===== src/rtl/pio_edge_irq.sv =====
// Avalon-MM PIO with synchronized inputs and per-bit rise/fall edge capture IRQ.
// Optional per-bit debounce filter is built when PIO_EDGE_IRQ_DEBOUNCE_EN is defined.
module pio_edge_irq #(
  parameter int WIDTH           = 2,
  parameter int SYNC_STAGES     = 2,
  parameter int DEBOUNCE_CYCLES = 0
) (
  input  logic             clk,
  input  logic             reset_n,
  input  logic [2:0]       address,
  input  logic             chipselect,
  input  logic             write_n,
  input  logic [31:0]      writedata,
  input  logic [WIDTH-1:0] in_port,
  output logic [31:0]      readdata,
  output logic             irq
);

  logic [WIDTH-1:0] r_sync [SYNC_STAGES];
  logic [WIDTH-1:0] w_sync;
  logic [WIDTH-1:0] w_db;
  logic [WIDTH-1:0] r_db_prev;
  logic [WIDTH-1:0] r_rise_en;
  logic [WIDTH-1:0] r_fall_en;
  logic [WIDTH-1:0] r_mask;
  logic [WIDTH-1:0] r_cap;
  logic [31:0]      r_readdata;
  logic [31:0]      w_rdata;
  logic [WIDTH-1:0] w_wdata;
  logic [WIDTH-1:0] w_rise;
  logic [WIDTH-1:0] w_fall;
  logic [WIDTH-1:0] w_event;
  logic [WIDTH-1:0] w_clr;
  logic             w_wr;
  logic             w_unused;

  always_ff @(posedge clk) begin
    if (!reset_n) begin
      for (int k = 0; k < SYNC_STAGES; k++) begin
        r_sync[k] <= '0;
      end
    end else begin
      r_sync[0] <= in_port;
      for (int k = 1; k < SYNC_STAGES; k++) begin
        r_sync[k] <= r_sync[k-1];
      end
    end
  end

  assign w_sync = r_sync[SYNC_STAGES-1];

`ifdef PIO_EDGE_IRQ_DEBOUNCE_EN
  generate
    if (DEBOUNCE_CYCLES == 0) begin : g_db_bypass
      assign w_db = w_sync;
    end else begin : g_db
      localparam logic [15:0] LIMIT = 16'(DEBOUNCE_CYCLES - 1);
      logic [15:0]      r_cnt [WIDTH];
      logic [WIDTH-1:0] r_db;

      // db flips only after sync has disagreed for DEBOUNCE_CYCLES clocks
      always_ff @(posedge clk) begin
        if (!reset_n) begin
          r_db <= '0;
          for (int i = 0; i < WIDTH; i++) begin
            r_cnt[i] <= '0;
          end
        end else begin
          for (int i = 0; i < WIDTH; i++) begin
            if (w_sync[i] != r_db[i]) begin
              if (r_cnt[i] == LIMIT) begin
                r_db[i]  <= ~r_db[i];
                r_cnt[i] <= '0;
              end else begin
                r_cnt[i] <= r_cnt[i] + 16'd1;
              end
            end else begin
              r_cnt[i] <= '0;
            end
          end
        end
      end

      assign w_db = r_db;
    end
  endgenerate
`else
  assign w_db = w_sync;
`endif

  assign w_wr    = chipselect & ~write_n;
  assign w_wdata = writedata[WIDTH-1:0];
  assign w_rise  = w_db & ~r_db_prev & r_rise_en;
  assign w_fall  = ~w_db & r_db_prev & r_fall_en;
  assign w_event = w_rise | w_fall;
  assign w_clr   = (w_wr && address == 3'd3) ? w_wdata : '0;

  always_ff @(posedge clk) begin
    if (!reset_n) begin
      r_db_prev <= '0;
      r_rise_en <= '0;
      r_fall_en <= '0;
      r_mask    <= '0;
      r_cap     <= '0;
    end else begin
      r_db_prev <= w_db;
      // a same-cycle event beats the W1C clear
      r_cap     <= (r_cap & ~w_clr) | w_event;
      if (w_wr) begin
        unique case (1'b1)
          (address == 3'd1): r_rise_en <= w_wdata;
          (address == 3'd2): r_mask    <= w_wdata;
          (address == 3'd4): r_fall_en <= w_wdata;
          default: ;
        endcase
      end
    end
  end

  always_comb begin
    w_rdata = '0;
    case (address)
      3'd0:    w_rdata = 32'(w_db);
      3'd1:    w_rdata = 32'(r_rise_en);
      3'd2:    w_rdata = 32'(r_mask);
      3'd3:    w_rdata = 32'(r_cap);
      3'd4:    w_rdata = 32'(r_fall_en);
      3'd5:    w_rdata = 32'(r_cap & r_mask);
      default: w_rdata = '0;
    endcase
  end

  always_ff @(posedge clk) begin
    if (!reset_n) begin
      r_readdata <= '0;
    end else begin
      r_readdata <= w_rdata;
    end
  end

  assign readdata = r_readdata;
  assign irq      = |(r_cap & r_mask);
  assign w_unused = &{1'b0, writedata};

endmodule


===== config.mk =====
export PLATFORM = sky130hd
export DESIGN_NAME = pio_edge_irq
export DESIGN_NICKNAME = d
export VERILOG_FILES = /design/src/rtl/pio_edge_irq.sv
export SDC_FILE = /design/constraint.sdc
export NUM_CORES = 1
export LEC_CHECK = 0
export BUFFER_PORTS_ARGS = -buffer_cell sky130_fd_sc_hd__buf_2
export CORE_MARGIN = 4
export CORE_UTILIZATION = 41
export CTS_BUF_LIST = sky130_fd_sc_hd__clkbuf_4 sky130_fd_sc_hd__clkbuf_8
export DETAILED_ROUTE_END_ITERATION = 10
export GPL_TIMING_DRIVEN = 0
export PLACE_DENSITY = 0.82
export SLEW_MARGIN = 20
export SYNTH_ARGS = -nofsm -noshare
export SYNTH_HDL_FRONTEND = slang
export SYNTH_SLANG_ARGS = --single-unit

===== constraint.sdc =====
create_clock -name clk -period 1.5 [get_ports clk]
set_clock_uncertainty 0.15 [all_clocks]
set_input_delay 0.075 -clock clk [delete_from_list [all_inputs] [get_ports clk]]
set_output_delay 0.075 -clock clk [all_outputs]
set_load 0.02 [all_outputs]

# == Word-level counts from Yosys, hierarchy flattened ==
# Memories as Yosys holds them, arrays and structs flattened.
# Cells that the tools add are included.
# classes
reduce_logical,6
n_mux,6
bitwise,16
eq_ne,5
# ops
op,count
AND 2 bit,7
case mux 2 bit (6 select lines),1
equality test 3 x 2 -> 1 bit (second input constant),2
equality test 3 bit (second input constant),2
2-to-1 mux 2 bit,3
inverter 2 bit,3
AND reduction 2 bit,3
OR 2 bit,2
equality test 3 x 1 -> 1 bit (second input constant),1
zero test 3 bit,1
2-to-1 mux 1 bit,2
OR 1 bit,2
OR reduction 2 bit,1
AND 1 bit,1
logical AND 1 bit,1
inverter 1 bit,1
# totals
ff_bits,42
ram_bits,4
inputBits,41
n_memories,1
# mem_list
memory,depth,width,read_ports,rd_clocked_by_memory_dff,write_ports,line,text
r_sync,2,2,2,0,2,19,logic [WIDTH-1:0] r_sync [SYNC_STAGES];

# == Longest topological paths before layout ==
# Gate-level depths: netlist of the first run.
# depth
word_depth,7
mapped_depth,5
ltp_nobuf,4

# == Worst setup path before layout of the first run ==
# OpenSTA, ideal clock, no wires.
# synth_timing
path_type,register to register
from,reg r_cap[1]
to,"reg r_readdata[1], in the netlist readdata[1]"
setup_ns,0.124
path_stages_with_launch,5
required_time_ns,1.226
arrival_time_ns,0.888
slack_ns,0.338
cell_sequence,dfxtp_1 > and4b_1 > o21a_2 > nor3_1 > a211oi_1
# synth_between
elab_chain_len,2
# synth_lines
element,line,text
from (decl),26,logic [WIDTH-1:0] r_cap;
from (signal assigned),108,r_cap <= (r_cap & ~w_clr) | w_event;
AND 2 bit,128,3'd5: w_rdata = 32'(r_cap & r_mask);
case mux 2 bit (6 select lines) (*),122,case (address)
to (signal assigned),137,r_readdata <= w_rdata;
to (decl),27,logic [31:0] r_readdata;
# Every way passes the cells marked *; elsewhere a longest branch is shown, timed or not.
# A chain may end at the register's enable or synchronous reset.

==> summary.txt, run 1 <==
Run status
  – Status: finished clean

Die
  – Full die area: 0.00325 mm²
  – Initial core utilization: between 40% and 50%
  – # rows: 17
  – Num ports: 74
  – Die width: approximately 57 µm
  – Core Area: between 0.002 and 0.0025 mm²
  – Die height: 57.0 µm

Logic synthesis
  – Post-synthesis cell count: between 100 and 150
  – Post-synth top area share: roughly a third
  – Synth Register Bits: 16
  – Post-synthesis mux area share: approximately 5.1%
  – Ranking of synthesized cells by area: dfxtp_1 (32%), buf_4 (24%), mux2i_1 (5.1%)
  – Cell accounting for the most synthesized area: dfxtp_1
  – Cell Area, Synth: about 990 µm²
  – Adder-Cell Fraction of Synth Area: 0%
  – Largest family of logic cells by synthesized area: buffers and inverters
  – Post-synthesis simple-gate area fraction: approximately a quarter
  – Ys Warns: 0
  – Post-Synth XOR/XNOR Area: 0%
  – Netlist cell types: 30
  – Sequential share of the synthesized area: about 32%
  – Post-synthesis compound-gate area fraction: ~11%
  – Avg Cell Area, Syn: between 9 and 10 µm²

Routing
  – First-pass iteration count of the detailed router: 3
  – Final wirelength: roughly 1.9 mm
  – 1st-iter DRT viols: 6
  – DRC: 0
  – Via/cell ratio: 4.15
  – Routed vias: around 800
  – Wirelength per Cell: between 9 and 10 µm
  – Routed Antenna Nets: 0

Critical path
  – CP Class: in -> reg
  – Crit path launch type: input port
  – R2R Path End: readdata[1]$_SDFF_PN0_
  – Reg2Reg Depth: 4
  – Worst Path Max Fanout: 9
  – R2R setup slack: approximately 0.24 ns
  – Reg-to-reg startpoint: r_cap[1]$_SDFF_PN0_
  – Worst Path Required: roughly 1.5 ns
  – Critical Path AT: between 1 and 1.5 ns
  – Crit end category: register

GRT
  – Global-route wire length before repair: approximately 3.2 mm
  – Pin count of the biggest net entering global routing: 11
  – Vias in the first global route: between 700 and 800
  – Initial antenna violation count: 0
  – GRT Total Usage: roughly an eighth
  – GRT Residual Overflow: 0

STA
  – Setup violators final: 0
  – Tmin final: between 1 and 1.5 ns
  – Post-route setup TNS: 0 ns
  – Max Freq: about 0.7 GHz
  – Period utilization: between 90% and 100%
  – Hold Violations, Final: 0
  – RSZ-0062 raised after global routing: false
  – Pins over their slew limit: 0

Clock network
  – Cts bufs inserted: 3
  – TritonCTS Sinks: 16
  – Clk pin slew, worst setup/hold paths: ~0.09 ns
  – CTS tree: yes
  – CTS Buffer Depth: 2
  – CTS H-tree lvls: 1
  – Clock root cell: clkbuf_4
  – Skew-Pair Late Insertion Delay: ~0.29 ns
  – Setup bufs post-CTS: 0

Place
  – Buffers on Ports: 13
  – Final HPWL DP: around 1.4 mm
  – Placed Cells: approximately 180
  – Gpl congestion: 0.813

Finish
  – Non-Filler Instances: roughly 190
  – Area grow syn2layout: 35.4%
  – Fin nets: about 210
  – Multi-input logic area: approximately 520 µm²
  – Share of cells above drive strength 1: between 30% and 40%
  – Filler cell count: 206
  – Ant. Diodes: 0
  – Reg area: between 300 and 400 µm²

Power
  – Leakage: approximately 0.0007 µW
  – Maximum vdd drop: approximately 600 µV
  – Power Density: 703 mW/mm²

Hold path
  – Worst Hold Launch: write_n
  – Hold Crit Class: in -> reg
  – WHS Endpoint: r_fall_en[1]$_SDFFE_PN0P_
  – Worst hold path stage count: 5

Job
  – Max-cap viol count: 0
[cells in the final DEF, fill, tap and decap left out, drive strengths merged]
cell type,instances
a211oi,1
clkbuf,4
o211a,1
and4b,2
dfxtp,16
nand3b,7
nor3,1
and2,6
and2b,1
a22o,1
a21oi,2
a21boi,2
mux2i,5
o21ai,4
nor2,6
nand3,2
dlygate4sd3,10
a31oi,1
or3,1
inv,1
conb,30
nor3b,4
o21a,3
nand2,5
buf,46
and3,1
a21o,1
[area by class of cell]
cell class | count | area share, %
Timing Repair Buffer | 23 | 12.4
Multi-Input combinational cell | 87 | 38.9
Inverter | 1 | 0.281
Clock buffer | 4 | 2.72
Sequential cell | 16 | 24.0
Tap cell | 28 | 2.62
Buffer | 33 | 19.1
[routing by layer]
layer | global-route usage (%) | wire length (µm)
met4 | 4.97 | 32
met2 | 23.2 | 959
met5 | 0 | 0
met3 | 5.43 | 182
met1 | 12.1 | 702
[worst max-delay path, cell delays in order]
cell and delay, ns:
dlygate4sd3_1 0.53, buf_2 0.16, and2_1 0.14, dlygate4sd3_1 0.55
[worst max path at each step]
stage / from / to / slack [ns] / cells after the start
after floorplan: r_cap[1]$_SDFF_PN0_ / readdata[1]$_SDFF_PN0_ / 0.34 / 4
after global placement: address[1] / readdata[1]$_SDFF_PN0_ / 0.27 / 6
after detailed placement: address[1] / readdata[1]$_SDFF_PN0_ / 0.26 / 6
after CTS: reset_n / r_sync[0][1]$_SDFF_PN0_ / 0.09 / 4
after global routing: reset_n / r_sync[0][0]$_SDFF_PN0_ / 0.01 / 4
final: reset_n / r_sync[0][0]$_SDFF_PN0_ / 0.06 / 4
[report_power, final]
group / internal (µW) / switching, µW / total [µW]
Combinational: 103 / 117 / 220
Sequential: 434 / 4.81 / 438
Clock: 148 / 133 / 280
Total: 685 / 254 / 939
[metrics by stage]
step / area [µm²] / hold slack [ns] / total power, µW / setup slack [ns] / util [%]
after floorplan: 1090 / 0.0426 / 616 / 0.338 / -
after global placement: 1190 / 0.134 / 643 / 0.274 / 53.0
after detailed placement: 1190 / 0.143 / 645 / 0.261 / 53.0
after CTS: 1330 / 0.0552 / 946 / 0.0853 / 59.0
after global routing: 1340 / 0.0945 / 987 / 0.0136 / 59.2
final: 1340 / 0.0584 / 939 / 0.0590 / 59.2
[flip-flops by register name, summed over array words and instances, names as in the netlist]
signal	count
r_sync	4
r_cap	2
r_db_prev	2
r_fall_en	2
r_mask	2
r_rise_en	2
readdata	2
[Yosys cell counts]
cell,count
nor2_1,6
nor3b_2,1
and2_1,6
inv_1,1
o21ai_0,4
nand2_1,5
o21a_1,2
a31oi_1,1
nand3_1,2
a21o_1,1
o211a_1,1
nor3b_1,2
mux2i_1,5
buf_6,2
nor3_1,1
and4b_1,2
a22o_1,1
a21oi_1,2
a21boi_0,2
nand3b_2,1
nor3b_4,1
dfxtp_1,16
conb_1,1
or3_4,1
a211oi_1,1
buf_4,31
and3_1,1
nand3b_1,6
and2b_4,1
o21a_2,1
[repair_timing]
item | in CTS | in global routing
endpoints found under the setup margin | 0 | 1
gates resized for setup | 0 | 1
hold buffers | 10 | 0
endpoints found under the hold margin | 15 | 0
[kinds of logic after synthesis]
logic type | count (synthesis)
AND/OR/NAND/NOR | 36
buffers and inverters | 34
AO/OA/AOI/OAI | 16
flip-flops | 16
multiplexers | 5
other | 1
Power figures use the tool's default switching activity.
==> run 2, diff against run 1 <==
--- a/config.mk
+++ b/config.mk
@@ -6,7 +6,7 @@
 export NUM_CORES = 1
 export LEC_CHECK = 0
 export BUFFER_PORTS_ARGS = -buffer_cell sky130_fd_sc_hd__buf_2
-export CORE_MARGIN = 4
+export CORE_MARGIN = 2
 export CORE_UTILIZATION = 41
 export CTS_BUF_LIST = sky130_fd_sc_hd__clkbuf_4 sky130_fd_sc_hd__clkbuf_8
 export DETAILED_ROUTE_END_ITERATION = 10
==> run 2 against run 1 <==
  * Power shrank 0.18%
  * Worst hold slack gained 0.025 ns
  * Via count is the same
  * Final cell count shrank 0.52%
  * Clock-buffer cell count is the same
  * Combinational power is essentially flat
  * Critical path depth grew 3
  * Global-route usage grew 0.62 points
  * Non-clock buffer count shrank 1
  * Routed wire length shrank 7.6%
  * Sequential share of layout area shrank 0.18 points
  * Clock power shrank 1%
  * Largest cell class unchanged
  * Largest power group unchanged
  * Highest routed layer unchanged
==> summary.txt, run 2 (synthesis gave the netlist of run 1 again) <==
STA
  – Max Freq: ~0.68 GHz
  – Setup violators final: 0
  – Tmin final: 1.47 ns
  – Hold Violations, Final: 0
  – Pins over their slew limit: 0
  – Period utilization: a little over nine tenths
  – RSZ-0062 raised after global routing: false
  – Post-route setup TNS: 0 ns
  – Hold_ws: roughly 0.083 ns

Finish
  – Reg area: ~320 µm²
  – Final Cell Area: between 0.001 and 0.0015 mm²
  – Multi-input logic area: 537 µm²
  – Number of flip-flops in the largest register: 4
  – Share of cells above drive strength 1: 36.2%
  – Final core utilization: approximately three fifths
  – Commonest non-fill, non-tap cells in the layout: buf_4 (31), conb_1 (30), dfxtp_1 (16)
  – Filler cell count: between 150 and 200
  – Fin nets: about 210
  – Ant. Diodes: 0
  – Largest reg by FF count: r_sync
  – Area grow syn2layout: 36.4%
  – Most common cell after layout, fill and taps aside: buf_4

Clock network
  – CTS Buffer Depth: 2
  – Setup bufs post-CTS: 0
  – Cts bufs inserted: 3
  – CTS H-tree lvls: 1
  – CTS tree: yes
  – Clock root cell: clkbuf_4
  – Clk pin slew, worst setup/hold paths: ~0.090 ns
  – TritonCTS Sinks: 16
  – Skew-Pair Late Insertion Delay: between 0.2 and 0.3 ns

Die
  – Die height: 53.0 µm
  – Core Area: 0.00223 mm²
  – # rows: 17
  – Initial core utilization: about 44%
  – Die width: ~53 µm
  – Num ports: 74
  – Full die area: ~0.0028 mm²

GRT
  – GRT Residual Overflow: 0
  – Global-route wire length before repair: 2.66 mm
  – Vias in the first global route: roughly 670
  – GRT Total Usage: 13.2%
  – Pin count of the biggest net entering global routing: 11
  – Top Usage Layer GRT: met2
  – Met1 usage in global routing: 13.3%
  – Met3 usage: 5.65%
  – Initial antenna violation count: 0
  – M2 GR Usage: a little under a quarter

Critical path
  – Worst Path Required: 1.52 ns
  – Critical Path Max Stage Delay: between 0.5 and 0.6 ns
  – Critical Path AT: approximately 1.5 ns
  – CP Capture Point: readdata[1]$_SDFF_PN0_
  – Crit end category: register
  – Reg2Reg Depth: 4
  – CP bufs+invs: 3
  – Slowest-stage cell, CP: dlygate4sd3_1
  – Worst path depth: 7
  – CP Class: in -> reg
  – Crit path launch type: input port
  – Worst Path Max Fanout: 10
  – R2R setup slack: 0.25 ns
  – Reg-to-reg startpoint: r_cap[1]$_SDFF_PN0_
  – Largest delay share family, worst path: buffers and inverters
  – Worst-path cell chain: dlygate4sd3_1 > buf_2 > buf_4 > nor3b_4 > o21a_2 > nor3_2 > a211oi_2
  – CP Launch Point: address[1]
  – R2R Path End: readdata[1]$_SDFF_PN0_

Routing
  – Routed vias: 797
  – Via/cell ratio: approximately 4.2
  – 1st-iter DRT viols: 11
  – DRC: 0
  – Final wirelength: 1.74 mm
  – First-pass iteration count of the detailed router: 4
  – Wirelength per Cell: slightly above 9 µm
  – Routed Antenna Nets: 0

Hold path
  – Hold Crit Class: in -> reg

Run status
  – Status: finished clean

Place
  – Placed Area: about 0.0012 mm²
  – Buffers on Ports: 13
  – Final HPWL DP: around 1.3 mm
  – Gpl congestion: 0.828

Power
  – Maximum vdd drop: 730 µV
  – Leakage: about 0.0007 µW
  – Power Density: 697 mW/mm²

Job
  – Max-cap viol count: 0
run 2: cell types whose count changed in the layout (fill, tap and decap cells not counted), sizes merged:
cell	delta
dlymetal6s4s	+1
dlygate4sd3	-2
run 2: area by class of cell:
class | instances | area share, %
Multi-Input combinational cell | 87 | 39.9
Sequential cell | 16 | 23.8
Buffer | 33 | 19.0
Timing Repair Buffer | 22 | 11.7
Clock buffer | 4 | 2.70
Tap cell | 28 | 2.60
Inverter | 1 | 0.279
run 2: repair_timing:
item / 4_1_cts / 5_1_grt
hold endpoints to repair: 15 / 0
hold buffers: 9 / 0
setup endpoints to repair: 0 / 3
gates resized for setup: 0 / 5
run 2: worst min path at each step:
stage	end	depth (start not counted)	startpoint	slack [ns]
floorplan	r_cap[0]$_SDFF_PN0_	1	reset_n	0.04
global placement	r_sync[0][0]$_SDFF_PN0_	2	in_port[0]	0.13
detailed placement	r_sync[0][1]$_SDFF_PN0_	2	in_port[1]	0.14
CTS	r_mask[1]$_SDFFE_PN0P_	4	chipselect	0.06
global route	r_mask[0]$_SDFFE_PN0P_	4	chipselect	0.07
finish	r_mask[0]$_SDFFE_PN0P_	4	chipselect	0.08
run 2: power by group:
| group | internal [µW] | switching, µW | leakage (µW) | total [µW] |
|---|---|---|---|---|
| clock | 148 | 128 | 0.0000210 | 276 |
| sequential | 434 | 4.84 | 0.000130 | 438 |
| combinational | 105 | 117 | 0.000548 | 223 |
| total | 686 | 251 | 0.000699 | 937 |
run 2: layer usage:
metal	wire [µm]	vias up	part of all wire (%)
met3	178	2	10
met5	0	-	0
li1	-	414	-
met2	863	36	50
met4	9	0	0.52
met1	684	345	39
run 2: worst register-to-register path: cells and delay by family, from the launching register on:
family / cells / cell delay [ns]
simple gates: 2 / 0.38
flops: 1 / 0.35
compound gates: 2 / 0.26
run 2: stage by stage:
step	setup WS (ns)	cells	power, µW
after floorplan	0.338	137	616
after global placement	0.271	178	642
final	0.0293	191	937
after global routing	0.00395	191	1000
after CTS	0.0183	191	937
after detailed placement	0.255	178	644
==> run 3, diff against run 2 <==
--- a/config.mk
+++ b/config.mk
@@ -5,12 +5,14 @@
 export SDC_FILE = /design/constraint.sdc
 export NUM_CORES = 1
 export LEC_CHECK = 0
+export ABC_AREA = 1
 export BUFFER_PORTS_ARGS = -buffer_cell sky130_fd_sc_hd__buf_2
 export CORE_MARGIN = 2
 export CORE_UTILIZATION = 41
 export CTS_BUF_LIST = sky130_fd_sc_hd__clkbuf_4 sky130_fd_sc_hd__clkbuf_8
 export DETAILED_ROUTE_END_ITERATION = 10
 export GPL_TIMING_DRIVEN = 0
+export HOLD_SLACK_MARGIN = 0.1
 export PLACE_DENSITY = 0.82
 export SLEW_MARGIN = 20
 export SYNTH_ARGS = -nofsm -noshare
==> run 3 against run 2 <==
  * Critical path depth down 2
  * Worst setup slack worse by 0.0083 ns
  * Power increased by 4.9%
  * Clock-buffer cell count did not move
  * Global-route usage grew 5.1 points
  * First-iteration DRC count rose by 73%
  * Sequential power grew 1%
  * Critical path type unchanged
==> summary.txt, run 3 <==
Run status
  – Status: finished clean

Place
  – Placed Cells: between 200 and 250
  – Placed Area: approximately 0.0012 mm²
  – Buffers on Ports: 12
  – Gpl congestion: roughly 0.9
  – Final HPWL DP: roughly 1.3 mm

Power
  – Power Density: 684 mW/mm²
  – Logic pwr share: between 20% and 30%
  – Maximum vdd drop: between 500 and 600 µV
  – Internal power: 694 µW
  – Net switching power: slightly below 300 µW
  – Flop pwr share: between 40% and 50%
  – Clk pwr share: between 30 and 40%
  – Sw Ratio: between 20% and 30%
  – Leakage: just under 0.0008 µW

Routing
  – Via/cell ratio: between 4 and 5
  – Routed vias: ~970
  – Routed Antenna Nets: 0
  – DRC: 0
  – Wirelength per Cell: 9.90 µm
  – 1st-iter DRT viols: 19
  – Final wirelength: between 2 and 2.5 mm
  – First-pass iteration count of the detailed router: 5

Logic synthesis
  – Synth async-reset ratio: 0%
  – Post-synth EDFFs: 0
  – Predominant post-synthesis flop cell: dfxtp_1
  – Ys Warns: 0
  – Avg Cell Area, Syn: around 7 µm²
  – Synth Register Bits: 16
  – Post-synth top cells: buf_4 (30), nor2_1 (19), nand2_1 (18)
  – Post-synthesis cell count: 137
  – Cell Area, Synth: ~960 µm²
  – Netlist cell types: 18
  – Top-count cell post-synth: buf_4
  – Cell accounting for the most synthesized area: dfxtp_1
  – Ranking of synthesized cells by area: dfxtp_1 (33%), buf_4 (23%), nor2_1 (7.4%)
  – Sequential share of the synthesized area: between 30% and 40%
  – Post-synth top area share: between 30 and 40%

Clock network
  – TritonCTS Sinks: 16
  – Clock root cell: clkbuf_4
  – CTS H-tree lvls: 1
  – Cts bufs inserted: 3
  – CTS tree: yes
  – Clk pin slew, worst setup/hold paths: about 0.10 ns
  – CTS Buffer Depth: 2
  – Skew-Pair Late Insertion Delay: around 0.30 ns

Finish
  – Reg area: roughly 320 µm²
  – Most common cell after layout, fill and taps aside: buf_4
  – Final Cell Area: 0.00144 mm²
  – Multi-input logic area: approximately 440 µm²
  – Ant. Diodes: 0
  – Largest reg by FF count: r_sync
  – Share of cells above drive strength 1: a little under a third
  – Filler cell count: 197
  – Final core utilization: between 60% and 70%
  – Number of flip-flops in the largest register: 4
  – Fin nets: between 200 and 250
  – Non-Filler Instances: about 230
  – Area grow syn2layout: 49.7%
  – Commonest non-fill, non-tap cells in the layout: buf_4 (31), conb_1 (30), dlygate4sd3_1 (23)

Critical path
  – Most common cell on crit path: dlygate4sd3_1
  – Crit end category: register
  – Crit path launch type: input port
  – Critical Path Max Stage Delay: between 0.6 and 0.7 ns
  – Reg-to-reg startpoint: r_fall_en[1]$_SDFFE_PN0P_
  – Worst Path Max Fanout: 4
  – Worst Path Required: roughly 1.6 ns
  – CP Launch Point: reset_n
  – CP Class: in -> reg
  – Worst-path cell chain: buf_2 > inv_1 > dlygate4sd3_1 > a21oi_1 > dlygate4sd3_1
  – Slowest-stage cell, CP: dlygate4sd3_1
  – Critical Path AT: approximately 1.5 ns

GRT
  – Initial antenna violation count: 0
  – GRT Residual Overflow: 0
  – Global-route wire length before repair: roughly 3.7 mm
  – Pin count of the biggest net entering global routing: 10
  – GRT Total Usage: 18.3%
  – Vias in the first global route: just under 900

STA
  – Period utilization: between 90% and 100%
  – Max Freq: between 0.6 and 0.7 GHz
  – Post-route setup TNS: 0 ns
  – Setup violators final: 0
  – RSZ-0062 raised after global routing: false
  – Pins over their slew limit: 0
  – Tmin final: between 1 and 1.5 ns
  – Hold Violations, Final: 0

Die
  – Die height: approximately 52 µm
  – # rows: 17
  – Die width: 52.4 µm
  – Full die area: ~0.0027 mm²
  – Initial core utilization: between 40% and 50%
  – Core Area: between 0.002 and 0.0025 mm²
  – Num ports: 74

Hold path
  – Worst Hold Launch: address[0]
  – Hold Crit Class: in -> reg

Job
  – Max-cap viol count: 0
run 3: changes by cell type in the layout (fill, tap and decap cells not counted), sizes merged, moves of 6 or more:
cell / before / now
nand3b: 7 / 0
and2: 6 / 0
dlygate4sd3: 8 / 23
nand2: 5 / 20
inv: 1 / 17
nor2: 6 / 24
run 3: kinds of logic after synthesis:
logic type	after synthesis	synth area share [%]
flops	16	33.4
buf+inv	50	32.2
other cells	1	0.391
simple gates	56	26.5
compound gates	14	7.56
run 3: final timing paths:
path | to | slack (ns) | cells after the start
max | r_cap[1]$_SDFF_PN0_ | 0.02 | 5
max reg2reg | r_cap[1]$_SDFF_PN0_ | 0.04 | 5
min | readdata[1]$_SDFF_PN0_ | 0.07 | 5
min reg2reg | r_sync[0][3]$_SDFF_PN0_ | 0.27 | 2
run 3: final cells by class:
type	count	share of cell area, %
tap	28	2.44
sequential	16	22.6
inverter	18	4.70
clock buffer	4	2.53
multi-input combinational	100	30.6
timing repair buffer	35	20.4
buffer	32	16.8
run 3: per-stage QoR:
stage	hold slack (ns)	setup WS [ns]	total power, µW
floorplan	0.0226	0.549	619
global placement	0.105	0.409	646
detailed placement	0.110	0.398	648
CTS	0.100	0.0307	975
global route	0.147	0.00255	1030
finish	0.0657	0.0210	983
run 3: what timing repair did:
| item | CTS | global route |
|---|---|---|
| endpoints found under the setup margin | 0 | 3 |
| resized for setup | 0 | 4 |
| endpoints found under the hold margin | 16 | 1 |
| setup buffers | 0 | 0 |
| hold buffers | 24 | 1 |
run 3: worst max-delay path, delay by kind of cell:
family                 cells  cell delay, ns
AOI/OAI and AO/OA          1            0.06
buffers and inverters      4            1.38
run 3: power by group through the flow:
stage | clock network (µW) | logic, µW | registers [µW]
after floorplan | 0 | 167 | 451
after global placement | 0 | 195 | 452
after detailed placement | 0 | 196 | 452
after CTS | 300 | 233 | 442
after global routing | 320 | 263 | 444
final | 296 | 244 | 443
run 3: layer usage:
| layer | routed length [µm] | up-vias | track usage [%] |
|---|---|---|---|
| met5 | 0 | - | 0 |
| met4 | 54 | 0 | 5.98 |
| met3 | 159 | 10 | 6.00 |
| met2 | 1170 | 51 | 33.8 |
| met1 | 923 | 406 | 19.1 |
| li1 | - | 499 | - |
